--- config.mk ---
export PLATFORM = sky130hd
export DESIGN_NAME = run_ctrl
export DESIGN_NICKNAME = d
export VERILOG_FILES = /design/src/rtl/run_ctrl.sv
export SDC_FILE = /design/constraint.sdc
export NUM_CORES = 1
export LEC_CHECK = 0
export ABC_CLOCK_PERIOD_IN_PS = 1800
export CORE_MARGIN = 8
export CORE_UTILIZATION = 38
export CTS_CLUSTER_DIAMETER = 60
export DETAILED_ROUTE_END_ITERATION = 6
export GPL_TIMING_DRIVEN = 0
export PLACE_DENSITY = 0.76
export SYNTH_ARGS = -nofsm -noshare
export SYNTH_HDL_FRONTEND = slang
export SYNTH_SLANG_ARGS = --single-unit
--- constraint.sdc ---
create_clock -name CLK -period 1.8 [get_ports CLK]
set_input_delay 0.36 -clock CLK [delete_from_list [all_inputs] [get_ports CLK]]
set_output_delay 0.36 -clock CLK [all_outputs]
set_load 0.02 [all_outputs]
--- src/rtl/run_ctrl.sv ---
// Run/step/halt controller sitting on top of a four-phase instruction sequencer.
// Sequences start/stop strobes, tracks halt cause and counts retired instructions.
module run_ctrl (
  input  logic        CLK,
  input  logic        RSTN,
  input  logic        run_req,
  input  logic        step_req,
  input  logic        halt_req,
  input  logic        bp_en,
  input  logic [15:0] bp_addr,
  input  logic        cnt_clr,
  input  logic [15:0] pc,
  input  logic [3:0]  ph,
  output logic        start,
  output logic        stop,
  output logic        busy,
  output logic [1:0]  cause,
  output logic [15:0] instret
);

  typedef enum logic [1:0] {S_IDLE, S_RUN, S_STEP, S_HALTING} state_t;

  state_t      r_state;
  logic        r_start;
  logic        r_pend;
  logic        r_bp;
  logic [1:0]  r_cause;
  logic [15:0] r_instret;

  logic w_ph0, w_ph3, w_idle_ph, w_bp_hit, w_stop;

  assign w_ph0     = (ph == 4'b0001);
  assign w_ph3     = (ph == 4'b1000);
  assign w_idle_ph = (ph == 4'b0000);
  assign w_bp_hit  = w_ph0 && bp_en && (pc == bp_addr);
  // Flags are registered, so a halt_req seen during PH3 only matters at the next PH3.
  assign w_stop    = w_ph3 && (((r_state == S_RUN) && (r_pend || r_bp)) ||
                               (r_state == S_STEP));

  always_ff @(posedge CLK or negedge RSTN) begin
    if (!RSTN) begin
      r_state <= S_IDLE;
      r_start <= 1'b0;
      r_pend  <= 1'b0;
      r_bp    <= 1'b0;
      r_cause <= 2'b00;
    end else begin
      r_start <= 1'b0;
      case (r_state)
        S_IDLE: begin
          if (run_req || step_req) begin
            r_state <= run_req ? S_RUN : S_STEP;
            r_start <= 1'b1;
            r_cause <= 2'b00;
            r_pend  <= 1'b0;
            r_bp    <= 1'b0;
          end
        end
        S_RUN, S_STEP: begin
          if (halt_req) r_pend <= 1'b1;
          if ((r_state == S_RUN) && w_bp_hit) r_bp <= 1'b1;
          if (w_stop) begin
            r_state <= S_HALTING;
            if (r_state == S_STEP) r_cause <= 2'b11;
            else if (r_bp)         r_cause <= 2'b10;
            else                   r_cause <= 2'b01;
          end
        end
        S_HALTING: begin
          if (w_idle_ph) r_state <= S_IDLE;
        end
        default: r_state <= S_IDLE;
      endcase
    end
  end

  always_ff @(posedge CLK or negedge RSTN) begin
    if (!RSTN)        r_instret <= 16'h0000;
    else if (cnt_clr) r_instret <= 16'h0000;
    else if (w_ph3)   r_instret <= r_instret + 16'h0001;
  end

  assign start   = r_start;
  assign stop    = w_stop;
  assign busy    = (r_state != S_IDLE);
  assign cause   = r_cause;
  assign instret = r_instret;

endmodule

-- After elaboration in Yosys (flattened, before gate mapping)
Index checks and enable logic that the tools add are counted.
- flip-flop bits (word level): 23
- logic and storage cells: 55
- input port bits: 43
- output and inout bits: 21
- reductions and logical operators: 18
- mux-type cells: 19
- add/subtract/negate cells: 1
- equal/unequal tests: 11
- operator list (cell ; number):
    2-to-1 mux 16 bit ; 2
    adder 16 x 1 -> 16 bit (second input constant) ; 1
    equality test 16 bit ; 1
    2-to-1 mux 2 bit ; 8
    AND reduction 3 bit ; 4
    != test 2 bit (second input constant) ; 5
    one-hot mux 2 bit (3 select lines) ; 1
    nonzero test 2 bit ; 3
    logical AND 1 bit ; 5
    2-to-1 mux 1 bit ; 5
    equality test 2 bit (second input constant) ; 2
    equality test 4 x 1 -> 1 bit (second input constant) ; 1
    equality test 4 bit (second input constant) ; 1
    logical NOT 4 bit ; 1
    one-hot mux 1 bit (2 select lines) ; 2
    one-hot mux 2 bit (2 select lines) ; 1
    logical OR 1 bit ; 3
    equality test 2 x 1 -> 1 bit (second input constant) ; 1
    logical NOT 2 bit ; 1
    OR reduction 2 bit ; 1

-- Depth between registers and ports, before layout
- depth after elaboration: 6
- depth in mapped cells: 7
- depth with buffers taken out: 6

-- Worst setup path before layout
Ideal clock, no wire load.
- kind: flip-flop to flip-flop
- from: register r_state[0]
- to: register r_cause[1], in the netlist cause[1]
- slack: -0.018 ns
- clock period less this slack: 1.818 ns
- path buffers: 0
- library setup time: 0.121 ns
- data required time: 1.679 ns
- stages on the path, launching flop included: 7
- arrival: 1.697 ns
- cells stage by stage: dfrtp_1 inv_1 ha_1 nor3b_1 nor2_1 mux2_4 a22o_1
- cells in the longest elaborated chain, start to end: 6
- elaborated cells between the ends (all ways): 14
- those cells by class: eq/ne: 4; mux: 3; reduce/logical: 7
- ends and longest elaborated chain (item ; line ; source):
    start, declared ; 23 ; state_t r_state;
    start signal, assigned ; 52 ; r_state <= run_req ? S_RUN : S_STEP;
    equality test 2 x 1 -> 1 bit ; 37, 49 ;
    logical AND 1 bit ; 37 ; assign w_stop = w_ph3 && (((r_state == S_RUN) && (r_pend || r_bp)) ||
    logical OR 1 bit ; 37 ;
    logical AND 1 bit ; 37 ;
    != test 2 bit (no source line) ; - ;
    AND reduction 3 bit (no source line) ; - ;
    end signal, assigned ; 46 ; r_cause <= 2'b00;
    end signal, assigned ; 54 ; r_cause <= 2'b00;
    end signal, assigned ; 64 ; if (r_state == S_STEP) r_cause <= 2'b11;
    end, declared ; 27 ; logic [1:0] r_cause;
Several ways; a longest one is shown, not always the timed one. The select of a mux whose other input is x is not followed.
A chain may end at the register's enable or synchronous reset.

-- Worst setup path in the final report
- from: register r_state[1]
- to: output stop
- cells in the longest elaborated chain, start to end: 4
- elaborated cells between the ends (all ways): 5
- those cells by class: eq/ne: 2; reduce/logical: 3
- ends and longest elaborated chain (item ; line ; source):
    equality test 2 x 1 -> 1 bit ; 37 ;
    logical AND 1 bit ; 37 ;
    logical OR 1 bit * ; 37 ;
    logical AND 1 bit * ; 37 ;
    end, declared ; 15 ; output logic stop,
Mark *: on every way between the ends. The rest lies on a longest branch, timed or not.

==> flow_results.xml <==
<?xml version="1.0" encoding="UTF-8"?>
<metrics>
  <group name="layout">
    <metric name="drive_gt1_share" unit="%">10.0</metric>
    <metric name="nNetsFinal" unit="">270</metric>
    <metric name="antenna_diode_count" unit="">0</metric>
    <metric name="final_cell_count_no_fill" unit="">268</metric>
    <metric name="areaGrowthSynthToFinish" unit="%">52.3</metric>
  </group>
  <group name="clocking">
    <metric name="clock_latency" unit="ns">0.27</metric>
    <metric name="cts.clk_slew.worst_paths" unit="ns">0.09</metric>
    <metric name="clock_tree.buffer_depth" unit="">2</metric>
    <metric name="cts_root_buf" unit="">sky130_fd_sc_hd__clkbuf_8</metric>
    <metric name="cts_tree" unit="">done</metric>
    <metric name="htree_levels" unit="">1</metric>
    <metric name="clock-sinks" unit="">23</metric>
    <metric name="cts_buffers" unit="">3</metric>
  </group>
  <group name="critical_path">
    <metric name="worstPathCellList" unit="">inv_2 -&gt; ha_2 -&gt; o21a_1 -&gt; o21ai_4 -&gt; inv_1 -&gt; buf_4</metric>
    <metric name="max_stage_delay" unit="ns">0.41</metric>
    <metric name="critPathBufInv" unit="">3</metric>
    <metric name="cp_max_fo" unit="">4</metric>
    <metric name="setup.worst_path.start_class" unit="">register</metric>
    <metric name="cp_slowest_cell" unit="">sky130_fd_sc_hd__dfrtp_1</metric>
    <metric name="critical_path.top_delay_family" unit="">flip-flops</metric>
    <metric name="path_class" unit="">reg2out</metric>
    <metric name="rr_endpoint" unit="">r_state[0]$_DFFE_PN0P_</metric>
    <metric name="r2r_slack" unit="ns">0.09</metric>
    <metric name="r2r_start" unit="">r_state[1]$_DFFE_PN0P_</metric>
    <metric name="setup.worst_path.end_class" unit="">primary output</metric>
    <metric name="critical_path_arrival" unit="ns">1.41</metric>
    <metric name="critPathRequiredTime" unit="ns">1.44</metric>
    <metric name="reg2reg_depth" unit="">7</metric>
  </group>
  <group name="sta">
    <metric name="slew-limit-headroom" unit="%">30.4</metric>
    <metric name="post-route-period-util" unit="%">98.1</metric>
    <metric name="timing.final.ws_setup" unit="ns">0.0338</metric>
    <metric name="worst-slew-pin-transition" unit="ns">1.04</metric>
    <metric name="tns" unit="ns">0</metric>
    <metric name="skew" unit="ns">0.00436</metric>
    <metric name="unrepaired_setup_endpoints_after_global_routing" unit="">true</metric>
    <metric name="achievable-frequency" unit="MHz">566</metric>
    <metric name="hold_slack" unit="ns">0.470</metric>
    <metric name="number_of_pins_with_negative_max_slew_slack_in_the_final_report" unit="">0</metric>
    <metric name="final-hold-violation-count" unit="">0</metric>
    <metric name="period_minus_slack" unit="ns">1.77</metric>
    <metric name="final-setup-viol-count" unit="">0</metric>
  </group>
  <group name="logic_synthesis">
    <metric name="netlist.area_leader.share" unit="%">39.0</metric>
    <metric name="netlist_top_cells_count" unit="">23 x sky130_fd_sc_hd__dfrtp_1, 23 x sky130_fd_sc_hd__xor2_1, 15 x sky130_fd_sc_hd__nor2_1, 11 x sky130_fd_sc_hd__a21oi_1, 9 x sky130_fd_sc_hd__o21ai_0</metric>
    <metric name="synthXorXnorAreaFrac" unit="%">14.2</metric>
    <metric name="synth_adder_area_share" unit="%">5.08</metric>
    <metric name="synthDominantAreaCellType" unit="">sky130_fd_sc_hd__dfrtp_1</metric>
    <metric name="synth.mux.area_fraction" unit="%">4.49</metric>
    <metric name="postSynthRegisterBits" unit="">23</metric>
    <metric name="synthesis.nets" unit="">200</metric>
    <metric name="largest_family_of_logic_cells_by_synthesized_area" unit="">simple AND/OR/NAND/NOR gates</metric>
    <metric name="post_synth_num_cell_types" unit="">34</metric>
    <metric name="ys.warnings.count" unit="">0</metric>
    <metric name="postSynthAreaPerCell" unit="um^2">9.78</metric>
    <metric name="synth_seq_area_share" unit="%">39.0</metric>
    <metric name="synth-compound-area-share" unit="%">13.3</metric>
    <metric name="netlist_top_cells_area" unit="">sky130_fd_sc_hd__dfrtp_1 39%, sky130_fd_sc_hd__xor2_1 14%, sky130_fd_sc_hd__ha_1 5.1%, sky130_fd_sc_hd__nor2_1 3.8%, sky130_fd_sc_hd__a21oi_1 3.7%</metric>
    <metric name="synthSimpleGateAreaFrac" unit="%">20.5</metric>
    <metric name="ys_dominant_reg_cell" unit="">sky130_fd_sc_hd__dfrtp_1</metric>
    <metric name="synth.cell_area" unit="mm^2">0.00148</metric>
    <metric name="synthesis.instances" unit="">151</metric>
    <metric name="ys_async_sr_fraction" unit="%">100</metric>
    <metric name="synth-edff-count" unit="">0</metric>
  </group>
  <group name="route">
    <metric name="drt_first_pass_iters" unit="">4</metric>
    <metric name="dr.first_iter.drc_count" unit="">86</metric>
    <metric name="viasPerCell" unit="">5.11</metric>
    <metric name="detailroute.via_count" unit="">1369</metric>
    <metric name="postRouteWirelength" unit="um">3820</metric>
    <metric name="remaining_drc_errors" unit="">0</metric>
    <metric name="antenna_left" unit="">0</metric>
    <metric name="route.detailed.wl_per_inst" unit="um">14.3</metric>
  </group>
  <group name="floorplanning">
    <metric name="start_util" unit="%">40.0</metric>
    <metric name="design.portCount" unit="">64</metric>
    <metric name="die_y" unit="um">78.3</metric>
    <metric name="row_count" unit="">22</metric>
    <metric name="core_area" unit="mm^2">0.00369</metric>
    <metric name="die_w" unit="um">78.3</metric>
    <metric name="dieArea" unit="mm^2">0.00614</metric>
  </group>
  <group name="power">
    <metric name="leakage" unit="nW">0.973</metric>
    <metric name="ir_worst_vdd" unit="uV">605</metric>
    <metric name="p_total" unit="mW">1.75</metric>
    <metric name="power_density" unit="mW/mm^2">777</metric>
  </group>
  <group name="grt">
    <metric name="grt_overflow_total" unit="">0</metric>
    <metric name="first_global_vias" unit="">1456</metric>
    <metric name="grt.busiest_layer" unit="">met2</metric>
    <metric name="grt_pass1_wl" unit="um">6440</metric>
    <metric name="pin_count_of_the_biggest_net_entering_global_routing" unit="">24</metric>
    <metric name="gr-usage-all-layers" unit="%">12.8</metric>
    <metric name="grt.met2_usage" unit="%">20.5</metric>
    <metric name="gr-usage-met3" unit="%">7.40</metric>
    <metric name="use_met1" unit="%">13.7</metric>
    <metric name="grt_antenna_before_repair" unit="">0</metric>
  </group>
  <group name="min_path">
    <metric name="whs_endpoint" unit="">instret[15]$_DFFE_PN0P_</metric>
    <metric name="timing.hold.worst.class" unit="">in2reg</metric>
    <metric name="cells_on_worst_hold_path" unit="">2</metric>
    <metric name="holdCritStartpoint" unit="">cnt_clr</metric>
  </group>
  <group name="placed_design">
    <metric name="numPortBuffers" unit="">62</metric>
    <metric name="place_worst_setup_slack" unit="ns">-0.813</metric>
    <metric name="placed_cells" unit="">261</metric>
    <metric name="gp_congestion" unit="">0.768</metric>
    <metric name="dp_hpwl" unit="um">3060</metric>
  </group>
  <group name="flow_run">
    <metric name="max_cap_violations" unit="">0</metric>
  </group>
  <group name="status">
    <metric name="outcome" unit="">finished, final reports clean</metric>
  </group>
</metrics>
kinds of logic (layout without fill, tap and decap cells):
logic type,count (synthesis),in the layout
AO/OA/AOI/OAI,28,28
AND/OR/NAND/NOR,53,53
XOR/XNOR,24,24
buffers and inverters,11,80
flip-flops,23,23
multiplexers,6,6
adder cells (fa/ha/maj),6,6
layout make-up:
class	instances	area, um^2
fill	333	1440
tap	48	60.1
clock buffer	3	41.3
multi-input combinational	117	876
timing repair buffer	66	644
buffer	4	23.8
clock inverter	1	5.00
sequential	23	576
inverter	6	22.5
registers in the layout, indices dropped and copies added (netlist names):
name / flops
r_bp: 1
instret: 16
start: 1
r_state: 2
r_pend: 1
cause: 2
cell usage in the layout (no fill, tap or decap), types with 2 or more instances in the layout:
| master | Yosys | routed |
|---|---|---|
| sky130_fd_sc_hd__xor2_1 | 23 | 23 |
| sky130_fd_sc_hd__clkdlybuf4s50_1 | 0 | 55 |
| sky130_fd_sc_hd__a21oi_1 | 11 | 11 |
| sky130_fd_sc_hd__inv_2 | 0 | 2 |
| sky130_fd_sc_hd__mux2i_1 | 4 | 4 |
| sky130_fd_sc_hd__clkbuf_8 | 0 | 3 |
| sky130_fd_sc_hd__nand2_1 | 7 | 7 |
| sky130_fd_sc_hd__inv_1 | 6 | 4 |
| sky130_fd_sc_hd__and3_1 | 3 | 3 |
| sky130_fd_sc_hd__dfrtp_1 | 23 | 23 |
| sky130_fd_sc_hd__nor4_1 | 5 | 5 |
| sky130_fd_sc_hd__ha_1 | 6 | 4 |
| sky130_fd_sc_hd__dlygate4sd2_1 | 0 | 5 |
| sky130_fd_sc_hd__o21ai_0 | 9 | 9 |
| sky130_fd_sc_hd__nand3_1 | 2 | 2 |
| sky130_fd_sc_hd__a22o_1 | 2 | 2 |
| sky130_fd_sc_hd__nor2_1 | 15 | 15 |
| sky130_fd_sc_hd__buf_4 | 0 | 5 |
| sky130_fd_sc_hd__or3_1 | 8 | 8 |
| sky130_fd_sc_hd__nand4_1 | 6 | 6 |
| sky130_fd_sc_hd__or4_1 | 2 | 2 |
| sky130_fd_sc_hd__ha_2 | 0 | 2 |
per-stage QoR:
step / area [um^2] / utilization (%)
global placement: 2160 / 58.6
detailed placement: 2160 / 58.6
floorplan: 1480 / -
CTS: 2230 / 60.4
global route: 2250 / 61.0
finish: 2250 / 61.0
layer usage:
metal  routed length [um]  up-vias
met3                  445        9
li1                     -      678
met4                   73        0
met5                    0        -
met2                 1830       56
met1                 1480      626
power breakdown:
part | internal, mW | total, mW | switching, mW
Clock | 0.155 | 0.333 | 0.178
Sequential | 0.575 | 0.618 | 0.0435
Combinational | 0.398 | 0.795 | 0.397
Total | 1.13 | 1.75 | 0.618
worst reg2reg max path, cell delays in order, from the launching register on:
cell and delay [ns]:
sky130_fd_sc_hd__dfrtp_1 0.41, sky130_fd_sc_hd__inv_2 0.10, sky130_fd_sc_hd__ha_2 0.19, sky130_fd_sc_hd__o21a_1 0.18, sky130_fd_sc_hd__o21ai_4 0.07, sky130_fd_sc_hd__buf_4 0.15
sky130_fd_sc_hd__a221oi_4 0.32, sky130_fd_sc_hd__mux2i_1 0.22
what timing repair did:
action,CTS,global route
setup buffers,3,1
endpoints found under the setup margin,13,7
gates resized for setup,13,4
pin swaps,2,0
hold buffers,0,0
how the worst max path moves through the flow:
stage                                       from  cells past startpoint  slack (ns)                    to
after floorplan           r_state[0]$_DFFE_PN0P_                      6        0.17  cause[1]$_DFFE_PN0P_
final                     r_state[1]$_DFFE_PN0P_                      6        0.03                  stop
after global placement                     ph[1]                      6       -0.79                  stop
after global routing      r_state[1]$_DFFE_PN0P_                      6       -0.04                  stop
after CTS                 r_state[1]$_DFFE_PN0P_                      6    -0.00003                  stop
after detailed placement                   ph[1]                      6       -0.81                  stop
Note: power is estimated with default switching activity, not from simulation.
